File: src/rtl/mem_uart_tx.sv
// mem_uart_tx: memory-mapped 8N1 UART transmitter with a small transmit FIFO.
//
// Ports
//   clk        sole clock, rising edge
//   reset_n    asynchronous active-low reset (release synchronised internally)
//   sel        peripheral select from the system IO decode
//   mem_addr   byte address, only [3:2] decoded: 0 DATA, 1 STATUS, 2 DIVISOR, 3 reserved
//   mem_rstrb  read strobe
//   mem_wdata  write data
//   mem_wmask  byte write enables
//   mem_rdata  registered read data (1-cycle latency, holds between reads)
//   tx         serial output, idle high, LSB first
//   irq        high while the FIFO is empty and the transmitter is idle
//
// Transmit FSM
//   state   | meaning
//   S_IDLE  | line high; pops the FIFO head into the shift register when data waits
//   S_START | start bit (low) for divisor clocks
//   S_DATA  | eight data bits, shift[0] on the line, divisor clocks each
//   S_STOP  | stop bit (high) for divisor clocks
module mem_uart_tx #(
    parameter int DEFAULT_DIV = 16,
    parameter int FIFO_DEPTH  = 4
) (
    input  logic        clk,
    input  logic        reset_n,
    input  logic        sel,
    input  logic [31:0] mem_addr,
    input  logic        mem_rstrb,
    input  logic [31:0] mem_wdata,
    input  logic [3:0]  mem_wmask,
    output logic [31:0] mem_rdata,
    output logic        tx,
    output logic        irq
);

    localparam int IDX_W = $clog2(FIFO_DEPTH);
    localparam int PTR_W = IDX_W + 1;

    typedef enum logic [1:0] {S_IDLE, S_START, S_DATA, S_STOP} state_t;

    state_t      state, state_nxt;
    logic [15:0] bit_cnt, cnt_nxt;
    logic [2:0]  bit_idx, idx_nxt;
    logic [7:0]  shift, shift_nxt;
    logic        tx_nxt;
    logic        pop;

    logic [15:0] divisor;
    logic        overflow;
    logic [7:0]  fifo_mem [FIFO_DEPTH];
    logic [PTR_W-1:0] wr_ptr, rd_ptr;
    logic        fifo_empty, fifo_full, busy;
    logic [1:0]  reg_sel;
    logic        data_wr, push, ovf_set, ovf_clr, div_wr;
    logic [31:0] rdata_nxt;

    logic        unused_ok;
    assign unused_ok = ^{mem_addr[31:4], mem_addr[1:0], mem_wdata[31:16], mem_wmask[3:2]};

    // Reset asserts asynchronously but releases on a clock edge, so every
    // flop leaves reset on the same clean edge.
    logic rst_meta, rst_sync_n;
    always_ff @(posedge clk or negedge reset_n) begin
        if (!reset_n) begin
            rst_meta   <= 1'b0;
            rst_sync_n <= 1'b0;
        end else begin
            rst_meta   <= 1'b1;
            rst_sync_n <= rst_meta;
        end
    end

    assign reg_sel    = mem_addr[3:2];
    assign fifo_empty = (wr_ptr == rd_ptr);
    assign fifo_full  = (wr_ptr[IDX_W] != rd_ptr[IDX_W]) &&
                        (wr_ptr[IDX_W-1:0] == rd_ptr[IDX_W-1:0]);
    assign busy       = (state != S_IDLE);
    assign irq        = fifo_empty && !busy;

    // Fullness is taken from the registered pointers, so a push against a
    // full FIFO is dropped even if the transmitter pops on the same edge.
    assign data_wr = sel && (reg_sel == 2'd0) && mem_wmask[0];
    assign push    = data_wr && !fifo_full;
    assign ovf_set = data_wr && fifo_full;
    assign ovf_clr = sel && (reg_sel == 2'd1) && mem_wmask[0] && mem_wdata[3];
    assign div_wr  = sel && (reg_sel == 2'd2) && (mem_wmask[1:0] == 2'b11) &&
                     (mem_wdata[15:0] != 16'd0);

    always_comb begin
        rdata_nxt = 32'd0;
        case (reg_sel)
            2'd1:    rdata_nxt = {28'd0, overflow, fifo_empty, fifo_full, busy};
            2'd2:    rdata_nxt = {16'd0, divisor};
            default: rdata_nxt = 32'd0;
        endcase
    end

    always_ff @(posedge clk or negedge rst_sync_n) begin
        if (!rst_sync_n) begin
            mem_rdata <= 32'd0;
            divisor   <= 16'(DEFAULT_DIV);
            overflow  <= 1'b0;
            wr_ptr    <= '0;
            rd_ptr    <= '0;
        end else begin
            if (sel && mem_rstrb) mem_rdata <= rdata_nxt;
            if (div_wr)           divisor   <= mem_wdata[15:0];
            if (ovf_set)          overflow  <= 1'b1;
            else if (ovf_clr)     overflow  <= 1'b0;
            if (push)             wr_ptr    <= wr_ptr + 1'b1;
            if (pop)              rd_ptr    <= rd_ptr + 1'b1;
        end
    end

    // Storage needs no reset; the pointers define what is valid.
    always_ff @(posedge clk) begin
        if (push) fifo_mem[wr_ptr[IDX_W-1:0]] <= mem_wdata[7:0];
    end

    // tx is registered from the next-state value so the line changes on the
    // same edge as the state, with no combinational path to the pin.
    always_ff @(posedge clk or negedge rst_sync_n) begin
        if (!rst_sync_n) begin
            state   <= S_IDLE;
            bit_cnt <= 16'd0;
            bit_idx <= 3'd0;
            shift   <= 8'd0;
            tx      <= 1'b1;
        end else begin
            state   <= state_nxt;
            bit_cnt <= cnt_nxt;
            bit_idx <= idx_nxt;
            shift   <= shift_nxt;
            tx      <= tx_nxt;
        end
    end

    // The divisor is sampled only when a bit starts, so a new value takes
    // effect at the next bit boundary.
    always_comb begin
        state_nxt = state;
        cnt_nxt   = bit_cnt;
        idx_nxt   = bit_idx;
        shift_nxt = shift;
        tx_nxt    = tx;
        pop       = 1'b0;
        case (state)
            S_IDLE: begin
                tx_nxt = 1'b1;
                if (!fifo_empty) begin
                    pop       = 1'b1;
                    shift_nxt = fifo_mem[rd_ptr[IDX_W-1:0]];
                    cnt_nxt   = divisor - 16'd1;
                    tx_nxt    = 1'b0;
                    state_nxt = S_START;
                end
            end
            S_START: begin
                if (bit_cnt == 16'd0) begin
                    state_nxt = S_DATA;
                    idx_nxt   = 3'd0;
                    cnt_nxt   = divisor - 16'd1;
                    tx_nxt    = shift[0];
                end else begin
                    cnt_nxt = bit_cnt - 16'd1;
                end
            end
            S_DATA: begin
                if (bit_cnt == 16'd0) begin
                    cnt_nxt = divisor - 16'd1;
                    if (bit_idx == 3'd7) begin
                        state_nxt = S_STOP;
                        tx_nxt    = 1'b1;
                    end else begin
                        shift_nxt = {1'b0, shift[7:1]};
                        idx_nxt   = bit_idx + 3'd1;
                        tx_nxt    = shift[1];
                    end
                end else begin
                    cnt_nxt = bit_cnt - 16'd1;
                end
            end
            S_STOP: begin
                if (bit_cnt == 16'd0) begin
                    state_nxt = S_IDLE;
                    tx_nxt    = 1'b1;
                end else begin
                    cnt_nxt = bit_cnt - 16'd1;
                end
            end
            default: begin
                state_nxt = S_IDLE;
                tx_nxt    = 1'b1;
            end
        endcase
    end

endmodule

File: config.mk
export PLATFORM = sky130hd
export DESIGN_NAME = mem_uart_tx
export DESIGN_NICKNAME = d
export VERILOG_FILES = /design/src/rtl/mem_uart_tx.sv
export SDC_FILE = /design/constraint.sdc
export NUM_CORES = 1
export LEC_CHECK = 0
export CAP_MARGIN = 15
export CORE_ASPECT_RATIO = 0.8
export CORE_UTILIZATION = 52
export DETAILED_ROUTE_END_ITERATION = 12
export HOLD_SLACK_MARGIN = 0.05
export PLACE_DENSITY = 0.8
export SYNTH_ARGS = -nofsm -noshare
export SYNTH_HDL_FRONTEND = slang
export SYNTH_SLANG_ARGS = --single-unit
File: constraint.sdc
create_clock -name clk -period 2.4 [get_ports clk]
set_input_delay 0.48 -clock clk [delete_from_list [all_inputs] [get_ports clk]]
set_output_delay 0.48 -clock clk [all_outputs]
set_load 0.05 [all_outputs]
==> metrics.md <==
| Metric | Value |
|---|---|
| Run status | finished clean |
| Routed wire length | 12500 um |
| Number of library cell types mapped by synthesis | 65 |
| Average routed wire per standard cell | 18.0 um |
| Total Negative Setup Slacks | 0 ps |
| Critical Path AT | 1830 ps |
| Number of I/O port buffers | 41 |
| IR Drop Worst-Case VDD | 0.000954 V |
| Number of vias in the routed layout | 4000 |
| H-tree depth reported by CTS | 3 |
| Die width | 115 um |
| Vias in the first global route | 3973 |
| Slew of the pin with the lowest slew margin | 749 ps |
| Synth-to-Final Area Change | 21.0% |
| Synthesized netlist cell count | between 400 and 500 |
| GRT Total Usage | 0.251 |
| Startpoint Class | register |
| Primary FF master, synth | sky130_fd_sc_hd__dfrtp_1 |
| Post-route minimum period | between 2000 and 2500 ps |
| Slew HR | 0.500 |
| Post-synth top area share | 0.323 |
| Total gr overflow | 0 |
| Endpoint kind of the worst setup timing path | output pin |
| Leading cell types by total area after synthesis | sky130_fd_sc_hd__dfrtp_1 32%, sky130_fd_sc_hd__edfxtp_1 18%, sky130_fd_sc_hd__nand2_1 4.3%, sky130_fd_sc_hd__o21ai_0 3.8%, sky130_fd_sc_hd__mux2_2 3.8% |
| Max-cap check violation count | 0 |
| Fin Clk Skew | around 9.5 ps |
| Max Buffers Root-to-Sink | 2 |
| Final setup viols | 0 |
| Mean instance size in the synthesized netlist | 11.1 um2 |
| Max Transition Viols Final | 0 |
| Via-to-Cell Ratio | slightly below 6 |
| Vertical die dimension | approximately 93 um |
| WS Path Type | register to output pin |
| Async SR Flop Fraction | 0.689 |
| Number of synthesized register bits | 103 |
| Root Buffer | sky130_fd_sc_hd__clkbuf_16 |
| Antenna diode count | 0 |
| Number of I/O pins | 106 |
| Number of warnings printed during yosys synthesis | 0 |
| Ratio of final minimum period to clock period | 0.963 |
| Clock Sinks | 103 |
| Count of endpoints failing hold in the final timing report | 0 |
| Core area | 9810 um2 |
| Clock latency of the later-clocked register in the worst-skew pair | ~350 ps |
| Hold-fix buffer count after cts | 0 |
| First-pass GRT wire length | 20100 um |
| Starting density of the core | 0.546 |
| Required time at the endpoint of the critical path | 1920 ps |
| Post-route setup slack | between 80 and 90 ps |
| Most frequent cell after synthesis | sky130_fd_sc_hd__dfrtp_1 |
| Placed Cells | 676 |
| Clock tree from TritonCTS | yes |
| Power density relative to cell area | about 1200 nW/um2 |
| Drt first pass iters | 5 |
| EDFF count, synth | 32 |
| Clock-pin slew on the worst setup and hold paths | 80 ps |
| Number of nets in the finished design | 640 |
| Iteration-0 DRC Markers | 285 |
| Area of the die | approximately 11000 um2 |
| Number of antenna violations at the first check in global routing | 0 |
| Worst hold slack | roughly 270 ps |
| Most area-hungry cell type in the Yosys netlist | sky130_fd_sc_hd__dfrtp_1 |
| Post-synthesis sequential area ratio | 0.512 |
| Standard-cell rows | 32 |
| Remaining DRCs | 0 |
| Netlist Area Pre-Place | 5350 um2 |
| RD Place Congestion | between 0.9 and 1 |
| Hpwl dp | 8860 um |
| Max FO, Critical Path | 4 |
| Kind of path behind the tightest hold check | register to asynchronous set/reset pin |
| Static leakage | 0.00268 uW |
| Number of nets with antenna violations after routing | 0 |
| Achievable Freq | 0.433 GHz |
| Final instance count without filler cells | between 600 and 700 |
| Proportion of layout cells with a drive suffix above 1 | 0.196 |
| Post-place setup slack | 22.0 ps |
| Number of buffers added by the clock tree synthesis step | 9 |
| Maximum number of pins on one net before global-route repair | 46 |
| Top cell types by occurrence after synthesis | 69 x sky130_fd_sc_hd__dfrtp_1, 62 x sky130_fd_sc_hd__nand2_1, 41 x sky130_fd_sc_hd__o21ai_0, 32 x sky130_fd_sc_hd__edfxtp_1, 21 x sky130_fd_sc_hd__nor2_1 |
[power breakdown]
group / switching [uW] / total, uW / internal [uW]
registers: 455 / 2660 / 2210
logic: 1970 / 3460 / 1490
clock network: 685 / 1530 / 843
[path summary, 6_finish.rpt]
kind	depth (start not counted)	slack (ps)	from	to
worst max-delay path	5	90	wr_ptr[1]$_DFFE_PN0P_	irq
min in group clk	0	360	rst_meta$_DFF_PN0_	rst_sync_n$_DFF_PN0_
worst min register to register	0	270	rst_sync_n$_DFF_PN0_	mem_rdata[10]$_DFFE_PN0P_
max in group asynchronous	1	1410	rst_sync_n$_DFF_PN0_	tx$_DFFE_PN1P_
worst min-delay path	0	270	rst_sync_n$_DFF_PN0_	mem_rdata[10]$_DFFE_PN0P_
worst max register to register	9	140	bit_cnt[1]$_DFFE_PN0P_	bit_cnt[5]$_DFFE_PN0P_
[placed cells by master (no fill, tap or decap), types with 14 or more instances in the layout]
master | synthesis | routed
sky130_fd_sc_hd__clkdlybuf4s50_1 | 0 | 40
sky130_fd_sc_hd__conb_1 | 2 | 17
sky130_fd_sc_hd__nand2_1 | 62 | 62
sky130_fd_sc_hd__buf_4 | 19 | 36
sky130_fd_sc_hd__dfrtp_1 | 69 | 68
sky130_fd_sc_hd__nor2_1 | 21 | 20
sky130_fd_sc_hd__nor3_1 | 16 | 14
sky130_fd_sc_hd__edfxtp_1 | 32 | 32
sky130_fd_sc_hd__ha_1 | 16 | 16
sky130_fd_sc_hd__mux2_2 | 18 | 18
sky130_fd_sc_hd__o21ai_0 | 41 | 41
[flip-flops by register name, indices dropped and copies added, names as in the netlist]
signal      cells
bit_idx         3
mem_rdata      16
rst_meta        1
rd_ptr          3
divisor        16
overflow        1
tx              1
fifo_mem       32
state           2
wr_ptr          3
rst_sync_n      1
shift           8
bit_cnt        16
[per-layer routing]
layer  track usage  share of wire  wire, um
met5             0              0         0
met4        0.0833          0.016       195
met3        0.0687          0.068       853
met2         0.394           0.47      5910
met1         0.337           0.44      5540
[cell type report]
type | instances | area [um2]
fillers | 694 | 3330
inverters | 14 | 52.6
clock buffers | 11 | 275
flip-flops and latches | 103 | 2740
repair buffers | 80 | 751
multi-input cells | 344 | 2440
well taps | 136 | 170
clock inverters | 5 | 43.8
[per-stage QoR]
stage / area (um2) / power, uW / util
finish: 6470 / 7650 / 0.660
global route: 6470 / 8030 / 0.660
CTS: 6420 / 7490 / 0.654
detailed placement: 6090 / 5930 / 0.621
global placement: 6090 / 5760 / 0.621
floorplan: 5410 / 4930 / -
[repair_timing]
item                       CTS  global route
gates cloned                 0             0
pin swaps                    0             1
setup endpoints to repair    1            20
resized for setup            1            10
hold endpoints to repair     0             0
setup buffers                0             1
[logic make-up (layout without fill, tap and decap cells)]
family | after synthesis | count (layout) | synth area share
and+or+nand+nor | 156 | 156 | 0.158
DFF | 103 | 103 | 0.512
AOI/OAI and AO/OA | 101 | 101 | 0.119
buffers and inverters | 52 | 110 | 0.0524
muxes | 34 | 34 | 0.0867
xor gates and xnor gates | 20 | 20 | 0.0327
adders and majority gates | 16 | 16 | 0.0374
other | 2 | 17 | 0.00140
[critical path: stages, from the launching register on]
cell and delay [ps]:
sky130_fd_sc_hd__dfrtp_1 420, sky130_fd_sc_hd__xor2_1 210, sky130_fd_sc_hd__nor3_2 270, sky130_fd_sc_hd__nand2_1 240, sky130_fd_sc_hd__inv_2 180, sky130_fd_sc_hd__buf_12 150
Power figures use the tool's default switching activity.
